--- config.mk ---
export PLATFORM = sky130hd
export DESIGN_NAME = symbol_stream_driver
export DESIGN_NICKNAME = d
export VERILOG_FILES = /design/src/rtl/symdrv_pkg.sv /design/src/rtl/symdrv_word_buffer.sv /design/src/rtl/symbol_stream_driver.sv
export SDC_FILE = /design/constraint.sdc
export NUM_CORES = 1
export LEC_CHECK = 0
export BUFFER_PORTS_ARGS = -buffer_cell sky130_fd_sc_hd__buf_2
export CAP_MARGIN = 20
export CORE_AREA = 2 2 143 89
export CTS_CLUSTER_DIAMETER = 200
export DETAILED_ROUTE_END_ITERATION = 10
export DIE_AREA = 0 0 145 91
export SYNTH_ARGS = -nofsm -noshare
export SYNTH_HDL_FRONTEND = slang
export SYNTH_HIERARCHICAL = 1
export SYNTH_SLANG_ARGS = --single-unit
--- constraint.sdc ---
create_clock -name clk -period 7.1 [get_ports clk]
set_input_delay 0.355 -clock clk [delete_from_list [all_inputs] [get_ports clk]]
set_output_delay 0.355 -clock clk [all_outputs]
set_load 0.02 [all_outputs]
--- src/rtl/symdrv_pkg.sv ---
// Shared types and sizing helpers for the symbol stream driver.
package symdrv_pkg;

  typedef enum logic [1:0] {
    IDLE,
    FLUSH,
    STREAM,
    DONE
  } state_t;

  localparam int unsigned SYM_W = 8;

  function automatic int unsigned bytes_per_word(input int unsigned word_w);
    return word_w / SYM_W;
  endfunction

  // Byte index needs at least one bit even for single-byte words.
  function automatic int unsigned idx_width(input int unsigned nb);
    return (nb > 1) ? $clog2(nb) : 1;
  endfunction

endpackage

--- src/rtl/symdrv_word_buffer.sv ---
// Single-word holding buffer: stores one input word and steps through its valid bytes.
module symdrv_word_buffer
  import symdrv_pkg::*;
#(
  parameter int unsigned WORD_W = 64,
  parameter int unsigned NB     = WORD_W / SYM_W,
  parameter int unsigned IDX_W  = idx_width(NB),
  parameter int unsigned CNT_W  = $clog2(NB + 1)
) (
  input  logic              clk,
  input  logic              reset,
  input  logic              i_load,
  input  logic [WORD_W-1:0] i_data,
  input  logic              i_last,
  input  logic [CNT_W-1:0]  i_bytes,
  input  logic              i_advance,
  output logic              o_full,
  output logic [SYM_W-1:0]  o_byte,
  output logic              o_final_byte,
  output logic              o_last
);

  logic [WORD_W-1:0] r_data;
  logic [IDX_W-1:0]  r_idx;
  logic [CNT_W-1:0]  r_count;
  logic              r_last;
  logic              r_full;
  logic [CNT_W-1:0]  w_count_in;

  // A zero or out-of-range byte count on the last word means a full word.
  always_comb begin
    w_count_in = CNT_W'(NB);
    if (i_last && (i_bytes != '0) && (i_bytes < CNT_W'(NB))) begin
      w_count_in = i_bytes;
    end
  end

  assign o_full       = r_full;
  assign o_last       = r_last;
  assign o_byte       = r_data[r_idx*SYM_W +: SYM_W];
  assign o_final_byte = ((CNT_W'(r_idx) + CNT_W'(1)) == r_count);

  always_ff @(posedge clk) begin
    if (reset) begin
      r_data  <= '0;
      r_idx   <= '0;
      r_count <= '0;
      r_last  <= 1'b0;
      r_full  <= 1'b0;
    end else if (i_load) begin
      r_data  <= i_data;
      r_idx   <= '0;
      r_count <= w_count_in;
      r_last  <= i_last;
      r_full  <= 1'b1;
    end else if (i_advance) begin
      if (o_final_byte) begin
        r_full <= 1'b0;
        r_idx  <= '0;
      end else begin
        r_idx <= r_idx + 1'b1;
      end
    end
  end

endmodule

--- src/rtl/symbol_stream_driver.sv ---
// Serializes packed input words into one symbol per cycle for the automata kernels.
// Optional SYMDRV_OFFSET_EN adds a per-stream symbol offset counter on sym_offset.
module symbol_stream_driver
  import symdrv_pkg::*;
#(
  parameter int unsigned WORD_W       = 64,
  parameter int unsigned FLUSH_CYCLES = 2,
  parameter int unsigned OFFSET_W     = 32,
  localparam int unsigned NB          = bytes_per_word(WORD_W),
  localparam int unsigned CNT_W       = $clog2(NB + 1)
) (
  input  logic                clk,
  input  logic                reset,
  input  logic                in_valid,
  output logic                in_ready,
  input  logic [WORD_W-1:0]   in_data,
  input  logic                in_last,
  input  logic [CNT_W-1:0]    in_bytes,
  input  logic                hold,
  output logic [SYM_W-1:0]    symbols,
  output logic                run,
  output logic                auto_reset,
  output logic                stream_done,
  output logic [OFFSET_W-1:0] sym_offset
);

  localparam int unsigned FC_W = $clog2(FLUSH_CYCLES + 1);

  state_t           r_state;
  state_t           w_state_nxt;
  logic [FC_W-1:0]  r_flush_cnt;
  logic [SYM_W-1:0] r_last_sym;

  logic             w_advance;
  logic             w_in_ready;
  logic             w_auto_reset;
  logic             w_done;
  logic             w_load;
  logic             w_buf_full;
  logic             w_buf_last;
  logic             w_final;
  logic [SYM_W-1:0] w_byte;

  symdrv_word_buffer #(
    .WORD_W (WORD_W),
    .NB     (NB),
    .IDX_W  (idx_width(NB)),
    .CNT_W  (CNT_W)
  ) u_buf (
    .clk          (clk),
    .reset        (reset),
    .i_load       (w_load),
    .i_data       (in_data),
    .i_last       (in_last),
    .i_bytes      (in_bytes),
    .i_advance    (w_advance),
    .o_full       (w_buf_full),
    .o_byte       (w_byte),
    .o_final_byte (w_final),
    .o_last       (w_buf_last)
  );

  always_ff @(posedge clk) begin
    if (reset) begin
      r_state <= IDLE;
    end else begin
      r_state <= w_state_nxt;
    end
  end

  always_ff @(posedge clk) begin
    if (reset || (r_state != FLUSH)) begin
      r_flush_cnt <= '0;
    end else begin
      r_flush_cnt <= r_flush_cnt + 1'b1;
    end
  end

  // Refill is allowed in the same cycle the final byte of a non-last word leaves,
  // which keeps back-to-back words gap-free.
  always_comb begin
    w_state_nxt  = r_state;
    w_advance    = 1'b0;
    w_in_ready   = 1'b0;
    w_auto_reset = 1'b0;
    w_done       = 1'b0;
    case (r_state)
      IDLE: begin
        if (in_valid) w_state_nxt = FLUSH;
      end
      FLUSH: begin
        w_auto_reset = 1'b1;
        if (r_flush_cnt == FC_W'(FLUSH_CYCLES - 1)) w_state_nxt = STREAM;
      end
      STREAM: begin
        w_advance  = w_buf_full & ~hold;
        w_in_ready = ~w_buf_full | (w_advance & w_final & ~w_buf_last);
        if (w_advance && w_final && w_buf_last) w_state_nxt = DONE;
      end
      DONE: begin
        w_done      = 1'b1;
        w_state_nxt = IDLE;
      end
      default: w_state_nxt = IDLE;
    endcase
  end

  assign w_load      = in_valid & w_in_ready;
  assign in_ready    = w_in_ready;
  assign run         = w_advance;
  assign auto_reset  = w_auto_reset;
  assign stream_done = w_done;
  assign symbols     = w_advance ? w_byte : r_last_sym;

  // symbols holds the last emitted byte whenever run is low.
  always_ff @(posedge clk) begin
    if (reset) begin
      r_last_sym <= '0;
    end else if (w_advance) begin
      r_last_sym <= w_byte;
    end
  end

`ifdef SYMDRV_OFFSET_EN
  logic [OFFSET_W-1:0] r_offset;

  always_ff @(posedge clk) begin
    if (reset || (r_state == FLUSH)) begin
      r_offset <= '0;
    end else if (w_advance) begin
      r_offset <= r_offset + 1'b1;
    end
  end

  assign sym_offset = r_offset;
`else
  assign sym_offset = '0;
`endif

endmodule
==> results of run 1 <==
[cells in the mapped netlist (2+ instances only)]
cell type / count / area [sq um]
mux4_1: 9 / 236.5
buf_2: 10 / 50.05
buf_4: 32 / 240.2
clkbuf_1: 10 / 37.54
mux4_2: 7 / 157.7
mux2_2: 9 / 101.4
dfxtp_1: 85 / 1702
nand3_1: 6 / 30.03
mux2i_1: 66 / 660.6
inv_1: 5 / 18.77
o21ai_0: 3 / 15.01
a21oi_1: 3 / 15.01
nand2b_1: 3 / 18.77
nor2_1: 71 / 266.5
nand2_1: 4 / 15.01
a211oi_1: 3 / 22.52
ha_1: 7 / 87.58
mux2_4: 7 / 105.1
nor2b_1: 11 / 68.82
xor2_1: 2 / 17.52
[stage by stage]
stage	setup slack (ps)	hold slack, ps	util [%]	instance area [sq um]
6_report	2779	255.7	40.29	4766
5_1_grt	2439	247.7	40.29	4766
4_1_cts	2741	244.5	40.29	4766
3_5_place_dp	2763	413.7	37.80	4472
3_3_place_gp	2921	406.2	37.80	4472
2_1_floorplan	4031	398.3	-	4183
[worst paths after layout]
kind | startpoint | end | slack, ps | cells after the start
setup / recovery | u_buf/r_idx[1] | u_buf/r_data[27] | 2780 | 10
hold / removal | in_data[54] | u_buf/r_data[54] | 260 | 3
setup reg to reg | u_buf/r_idx[1] | u_buf/r_data[27] | 2780 | 10
hold reg to reg | r_flush_cnt[0] | r_flush_cnt[0] | 420 | 1
[flip-flops by register name (all words and copies together) (netlist names)]
signal         count
r_flush_cnt        2
r_last_sym         8
r_state            2
u_buf/o_full       1
u_buf/o_last       1
u_buf/r_count      4
u_buf/r_data      64
u_buf/r_idx        3
[power by group]
part	internal, uW	leakage [uW]	total (uW)	switching [uW]
logic	128	0.00113	275	146
clock network	281	0.000143	461	180
registers	526	0.000687	554	28.0
[per-layer routing]
| layer | global-route usage (%) | up-vias | share of wire, % |
|---|---|---|---|
| li1 | - | 1385 | - |
| met1 | 18.14 | 1281 | 49 |
| met2 | 19.76 | 84 | 43 |
| met3 | 4.975 | 11 | 6.6 |
| met4 | 3.053 | 0 | 1.4 |
| met5 | 0 | - | 0 |
[critical path, cell delays in order, from the launching register on]
cell       delay, ps
dfxtp_1          910
ha_1             340
xor2_1           240
nand4bb_1        190
a31oi_2          340
or3b_2           490
a21boi_2         170
and2_4           560
buf_4            590
mux2i_1          250
nor2_1            60
[area by class of cell]
class	count	share of cell area [%]
multi-input combinational	261	44.11
sequential	85	35.70
timing repair buffer	87	9.294
clock buffer	12	5.172
tap	165	4.332
clock inverter	4	0.9976
inverter	5	0.3938
[kinds of logic after synthesis]
kind of cell	after synthesis
other	1
buffers and inverters	60
AOI/OAI and AO/OA	16
xor gates and xnor gates	3
and+or+nand+nor	105
muxes	98
adders and majority gates	7
DFF	85
==> flow_summary.json, run 1 <==
{
  "outcome": "finished, final reports clean",
  "h-tree-depth": 3,
  "synthAdderAreaFrac_pct": 2.154,
  "cap_violations": 0,
  "holdBufCountCts": 0,
  "gp_congestion": 0.7795,
  "final-seq-area_sq_mm": 0.001702,
  "worst_setup_path_end_kind": "register",
  "ys_warn_count": 6,
  "start_util_pct": 34.37,
  "clkLatencyLatePin_ps": 330,
  "synthMuxAreaShare_pct": 31.02,
  "hpwl_mm": 6.393,
  "criticalPathCategory": "reg -> reg",
  "final_common_cell": "dfxtp_1",
  "drc": 0,
  "dp_cells": 603,
  "cts_setup_buffers": 0,
  "period_needed_ps": 4321,
  "vias": 2761,
  "hold_viol": 0,
  "fmax_mhz": 231.4,
  "antenna_left": 0,
  "ys_types": 42,
  "wl_mm": 8.798,
  "p_leak_uw": 0.001963,
  "multi_input_area_sq_mm": 0.002102,
  "coreArea_sq_mm": 0.01183,
  "synth_seq_cells": 85,
  "finalCritPeriodShare_pct": 60.87,
  "grt_overflow": 0,
  "synth_compound_area_share_pct": 2.862,
  "cts_buffers": 9,
  "drt_pass1_iterations": 4,
  "tightest_slew_ps": 900.3,
  "cts.sinks": 85,
  "async_reset_ff_share_pct": 0,
  "cts_resized": 0,
  "ios": 117,
  "layout.cells.non_filler": 619,
  "drt_iter0_markers": 126,
  "hold_class": "in -> reg",
  "vdd_drop_max_uv": 111.5,
  "p_total_uw": 1290,
  "diodes": 0,
  "grt_pass1_wl_mm": 13.69,
  "wire_per_inst_microns": 14.21,
  "synthXorXnorAreaFrac_pct": 0.6462,
  "root_buffer": "clkbuf_16",
  "track_usage_pct": 13.23,
  "yosysSeqAreaShare_pct": 41.85,
  "setup-tns-final_ps": 0,
  "critPathLaunchType": "register",
  "required_ps": 7290,
  "clockBufferDepth": 2,
  "syn_avg_cell_area_sq_um": 10.84,
  "fp.dieArea_sq_mm": 0.01320,
  "worstPathMaxFanout": 40,
  "layout_common_cells": "dfxtp_1, buf_2, nor2_1",
  "grt_start_max_net_pins": 84,
  "slew_headroom_pct": 39.90,
  "cts_tree": "done",
  "io_buffers": 84,
  "finClkSkew_ps": 6.547,
  "syn_area_sq_mm": 0.004066,
  "maxSlewViolCount": 0,
  "postSynthCellCount": 375,
  "area_delta_synth_final_pct": 17.20,
  "yosys_most_used_dff": "dfxtp_1",
  "rsz0062_at_grt": "no",
  "grt_antenna_before_repair": 0,
  "die_w_microns": 145,
  "synth_top_family_by_area": "multiplexers",
  "fill_cells": 1161,
  "path_clk_slew_ps": 60,
  "routed_via_density": 4.460,
  "grt_pass1_vias": 2640,
  "cp_data_arrival_time_ps": 4510,
  "yosys.area_share.simple_pct": 12.00,
  "layout-drive-gt1-share_pct": 28.63,
  "power_density_mw_per_mm2": 270.7,
  "finalSetupViolations": 0,
  "final_nets": 529,
  "rows": 31,
  "synth_edf_count": 0,
  "dieHeight_microns": 91
}
(Power assumes the default switching activity.)
==> inputs of run 2 (changes only) <==
clock period = 4.4 ns   (was 7.1 ns; I/O delays follow)
==> run 2 against run 1 <==
Clock power is 66% higher; wire length up 1.5%; maximum frequency up 34%; power grew 64%; via count rose by 1.5%; first-iteration DRC count decreased by 4.0%; critical path depth shrank 2; worst setup slack worse by 1600 ps; clock skew rose by 2.5 ps; largest power group unchanged.
==> flow_summary.json, run 2 (synthesis gave the netlist of run 1 again) <==
{
  "holdPathStages": 3,
  "final_util_pct": 40.59,
  "setup-tns-final_ps": 0,
  "tightest_slew_ps": 711.8,
  "path_clk_slew_ps": 60,
  "drt_pass1_iterations": 4,
  "final_common_cell": "dfxtp_1",
  "ios": 117,
  "required_ps": 4600,
  "slowest_stage": "dfxtp_1",
  "layout.cells.non_filler": 621,
  "io_buffers": 84,
  "wl_mm": 8.932,
  "start_util_pct": 34.37,
  "dieHeight_microns": 91,
  "dpl_cell_area_sq_mm": 0.004499,
  "met1_length_mm": 4.379,
  "hold_viol": 0,
  "rsz0062_at_grt": "no",
  "outcome": "finished, final reports clean",
  "dp_cells": 605,
  "holdBufCountCts": 0,
  "cap_violations": 0,
  "grt_overflow": 0,
  "wl_met2_mm": 3.937,
  "clockBufferDepth": 2,
  "crit_family": "simple AND/OR/NAND/NOR gates",
  "p_leak_uw": 0.001980,
  "design_area_sq_mm": 0.004802,
  "maxSlewViolCount": 0,
  "wire_per_inst_microns": 14.38,
  "grt_start_max_net_pins": 69,
  "cts.sinks": 85,
  "rows": 31,
  "coreArea_sq_mm": 0.01183,
  "power_density_mw_per_mm2": 440.8,
  "criticalPathCategory": "reg -> reg",
  "drt_iter0_markers": 121,
  "layout-drive-gt1-share_pct": 29.17,
  "grt_pass1_vias": 2836,
  "hold-worst-slack_ps": 111.8,
  "cts_setup_buffers": 0,
  "die_w_microns": 145,
  "gp_congestion": 0.7348,
  "top_layer": "met4",
  "drc": 0,
  "regMostFlops": "u_buf/r_data",
  "fmax_mhz": 309.9,
  "cp_num_buf_inv": 1,
  "min_to": "u_buf/r_data[61]",
  "area_delta_synth_final_pct": 18.09,
  "period_needed_ps": 3227,
  "reg2regPathDepth": 8,
  "finalSetupViolations": 0,
  "vias": 2803,
  "cts_buffers": 9,
  "track_usage_pct": 13.83,
  "cts_resized": 0,
  "vdd_drop_max_uv": 204.1,
  "r2r_slack_ps": 1170,
  "layout_common_cells": "dfxtp_1, buf_2, nor2_1",
  "hold_class": "in -> reg",
  "h-tree-depth": 3,
  "cpPeakStageDelay_ps": 780,
  "grt_pass1_wl_mm": 14.30,
  "antenna_left": 0,
  "largest_reg_flops": 64,
  "final_nets": 531,
  "grt_antenna_before_repair": 0,
  "routed_via_density": 4.514,
  "worstPathCellList": "nand4_1, a31oi_2, or3b_2, a21boi_2, and2_4, buf_4, mux2i_1, nor2_1",
  "hp-start": "in_data[61]",
  "wl_met3_microns": 494,
  "cts_tree": "done",
  "diodes": 0,
  "r2r_start": "u_buf/r_idx[2]",
  "r2r-end": "u_buf/r_data[16]",
  "worstPathMaxFanout": 21,
  "critPathLaunchType": "register",
  "clkLatencyLatePin_ps": 340,
  "root_buffer": "clkbuf_16",
  "cp_data_arrival_time_ps": 3430,
  "fp.dieArea_sq_mm": 0.01320,
  "slew_headroom_pct": 52.48,
  "finalCritPeriodShare_pct": 73.34,
  "hpwl_mm": 6.546,
  "reg_top3": "u_buf/r_data x64, r_last_sym x8, u_buf/r_count x4",
  "worst_setup_path_end_kind": "register",
  "finClkSkew_ps": 9.092
}
-- run 2: routing by layer --
layer | track usage [%] | vias up
met5 | 0 | -
met4 | 4.125 | 0
met3 | 5.075 | 14
met2 | 20.67 | 79
met1 | 18.68 | 1321
li1 | - | 1389
-- run 2: how the worst max path moves through the flow --
stage	cells after the start	end	start	slack, ps
2_1_floorplan	12	u_buf/r_count[3]	u_buf/r_idx[0]	1330
3_3_place_gp	10	u_buf/r_data[10]	u_buf/r_idx[0]	1270
3_5_place_dp	10	u_buf/r_data[16]	u_buf/r_idx[0]	1190
4_1_cts	10	u_buf/r_data[22]	u_buf/r_idx[0]	1170
5_1_grt	10	u_buf/r_data[16]	u_buf/r_idx[0]	960
6_report	8	u_buf/r_data[16]	u_buf/r_idx[2]	1170
-- run 2: worst register-to-register path, cell delays in order (launching register included) --
cell and delay, ps:
dfxtp_1 780, nand4_1 260, a31oi_2 330, or3b_2 490
a21boi_2 170, and2_4 340, buf_4 410, mux2i_1 270
nor2_1 50
-- run 2: final cells by class --
type	count	area, sq um
fillers	1179	7028
flip-flops and latches	85	1702
clock inverters	5	60.06
well taps	165	206.4
inverters	5	18.77
repair buffers	89	470.5
clock buffers	11	242.7
multi-input cells	261	2102
-- run 2: through the flow --
step	worst slack, ps	power (uW)
final	1173	2117
after CTS	1170	2137
after global placement	1267	1352
after global routing	959.2	2232
after floorplan	1331	1276
after detailed placement	1191	1370
-- run 2: power breakdown --
group | internal [uW] | switching [uW]
logic | 214 | 243
clock network | 456 | 309
registers | 849 | 45.7
total | 1520 | 597
==> inputs of run 3 (changes only) <==
clock period = 2.7 ns   (was 4.4 ns; I/O delays follow)
==> run 3 against run 2 <==
Maximum frequency grew 22%; worst hold slack worse by 83 ps; final area increased by 4.1%; clock skew grew 0.83 ps; sequential power rose by 63%; global-route usage rose by 0.13 points; critical path type unchanged; critical endpoint is now u_buf/o_last; largest cell class unchanged; highest routed layer unchanged.
==> flow_summary.json, run 3 (synthesis gave the netlist of run 1 again) <==
{
  "outcome": "finished, final reports clean",
  "grt_pass1_vias": 2785,
  "hold_viol": 0,
  "routed_via_density": 4.498,
  "critPathLaunchType": "register",
  "gp_congestion": 0.8026,
  "cts.sinks": 85,
  "cts_tree": "done",
  "crit_path_start": "u_buf/r_idx[0]",
  "clkLatencyLatePin_ps": 340,
  "power_density_mw_per_mm2": 697.2,
  "design_area_sq_mm": 0.005001,
  "criticalPathCategory": "reg -> reg",
  "diodes": 0,
  "p_seq_share_pct": 41.9,
  "switching_power_uw": 1022,
  "hp-start": "in_data[9]",
  "worstPathCellList": "ha_4, xor2_2, or3_4, a31oi_2, or3b_4, a21boi_4, and2_4, buf_6, buf_4, mux2i_1, nor2_1",
  "finalCritPeriodShare_pct": 97.72,
  "period_needed_ps": 2638,
  "worst_setup_path_end_kind": "register",
  "regMostFlops": "u_buf/r_data",
  "coreArea_sq_mm": 0.01183,
  "crit_family": "simple AND/OR/NAND/NOR gates",
  "track_usage_pct": 13.96,
  "layout-drive-gt1-share_pct": 32.48,
  "drt_pass1_iterations": 4,
  "wire_per_inst_microns": 14.78,
  "area_delta_synth_final_pct": 22.98,
  "vias": 2861,
  "cp_data_arrival_time_ps": 2840,
  "setup-tns-final_ps": 0,
  "vdd_drop_max_uv": 336.0,
  "p_leak_uw": 0.002062,
  "rows": 31,
  "clockPowerShare_pct": 33.6,
  "finClkSkew_ps": 9.924,
  "hold_class": "in -> reg",
  "slowest_stage": "or3b_4",
  "path_clk_slew_ps": 70,
  "reg_top3": "u_buf/r_data x64, r_last_sym x8, u_buf/r_count x4",
  "drc": 0,
  "r2r_slack_ps": 60,
  "hpwl_mm": 6.635,
  "grt_start_max_net_pins": 34,
  "combPwrFrac_pct": 24.5,
  "holdPathStages": 3,
  "h-tree-depth": 3,
  "tightest_slew_ps": 601.1,
  "cp_num_buf_inv": 2,
  "root_buffer": "clkbuf_16",
  "internal_power_uw": 2464,
  "largest_reg_flops": 64,
  "grt_antenna_before_repair": 0,
  "grt_overflow": 0,
  "wl_mm": 9.399,
  "io_buffers": 84,
  "layout_common_cells": "buf_2, dfxtp_1, nor2_1",
  "fmax_mhz": 379.0,
  "r2r_start": "u_buf/r_idx[0]",
  "antenna_left": 0,
  "worstPathMaxFanout": 5,
  "start_util_pct": 34.37,
  "dpl_cell_area_sq_mm": 0.004584,
  "dieHeight_microns": 91,
  "cap_violations": 0,
  "required_ps": 2900,
  "die_w_microns": 145,
  "cts_buffers": 9,
  "cpPeakStageDelay_ps": 410,
  "holdBufCountCts": 0,
  "p_sw_share_pct": 29.32,
  "finalSetupViolations": 0,
  "slew_headroom_pct": 59.93,
  "ios": 117,
  "fp.dieArea_sq_mm": 0.01320,
  "fill_cells": 1163,
  "reg2regPathDepth": 11,
  "maxSlewViolCount": 0,
  "clockBufferDepth": 2,
  "drt_iter0_markers": 186,
  "grt_pass1_wl_mm": 14.32,
  "cp_num_cells": 11,
  "final_nets": 546
}
-- run 3: cell types whose count changed in the layout (fill, tap and decap cells not counted), sizes merged --
cell and delta:
and2 +1, buf +12, bufinv -1, clkbuf +1, clkinv -2, clkinvlp +2, inv +2
-- run 3: timing repair --
| item | 4_1_cts | 5_1_grt |
|---|---|---|
| pin swaps | 1 | 2 |
| setup buffers | 1 | 3 |
| hold endpoints to repair | 0 | 0 |
| cloned | 0 | 3 |
| resized for setup | 1 | 11 |
| setup endpoints to repair | 3 | 67 |
-- run 3: path summary, 6_finish.rpt --
kind | end
hold / removal | u_buf/r_data[9]
setup reg to reg | u_buf/o_last
hold reg to reg | r_flush_cnt[0]
setup / recovery | u_buf/o_last
-- run 3: final cells by class --
class	instances	area, sq um	area share (%)
multi-input cells	262	2146	42.91
flip-flops and latches	85	1703	34.05
repair buffers	103	643.1	12.86
clock buffers	10	239.0	4.779
well taps	165	206.4	4.128
clock inverters	6	45.04	0.9007
inverters	5	18.77	0.3753
-- run 3: worst reg2reg max path: cells and delay by family (launching register included) --
kind	cells	cell delay, ps
and+or+nand+nor	4	1060
AOI/OAI and AO/OA	2	340
DFF	1	340
muxes	1	170
xor gates and xnor gates	1	160
buffers and inverters	2	250
adders and majority gates	1	190
-- run 3: stage by stage --
stage / power (uW) / hold WS, ps / std cells / utilization [%] / setup slack (ps)
after floorplan: 2128 / 281.8 / 406 / - / 7.450
after global placement: 2240 / 369.6 / 613 / 38.75 / 53.50
after detailed placement: 2262 / 378.1 / 613 / 38.75 / -13.71
after CTS: 3450 / 22.56 / 630 / 41.25 / 14.07
after global routing: 3664 / 27.10 / 636 / 42.27 / -21.66
final: 3487 / 28.51 / 636 / 42.27 / 61.63
-- run 3: power groups by stage --
stage | clock (uW) | combinational [uW] | sequential (uW)
2_1_floorplan | 0 | 668 | 1460
5_1_grt | 1260 | 932 | 1470
3_3_place_gp | 0 | 761 | 1480
4_1_cts | 1210 | 785 | 1460
3_5_place_dp | 0 | 777 | 1480
6_report | 1170 | 854 | 1460
-- run 3: layer usage --
metal	part of all wire, %	global-route usage [%]	vias up
li1	-	-	1416
met1	50	19.53	1346
met2	42	20.56	91
met3	7.3	5.176	8
met4	0.76	2.970	0
met5	0	0	-
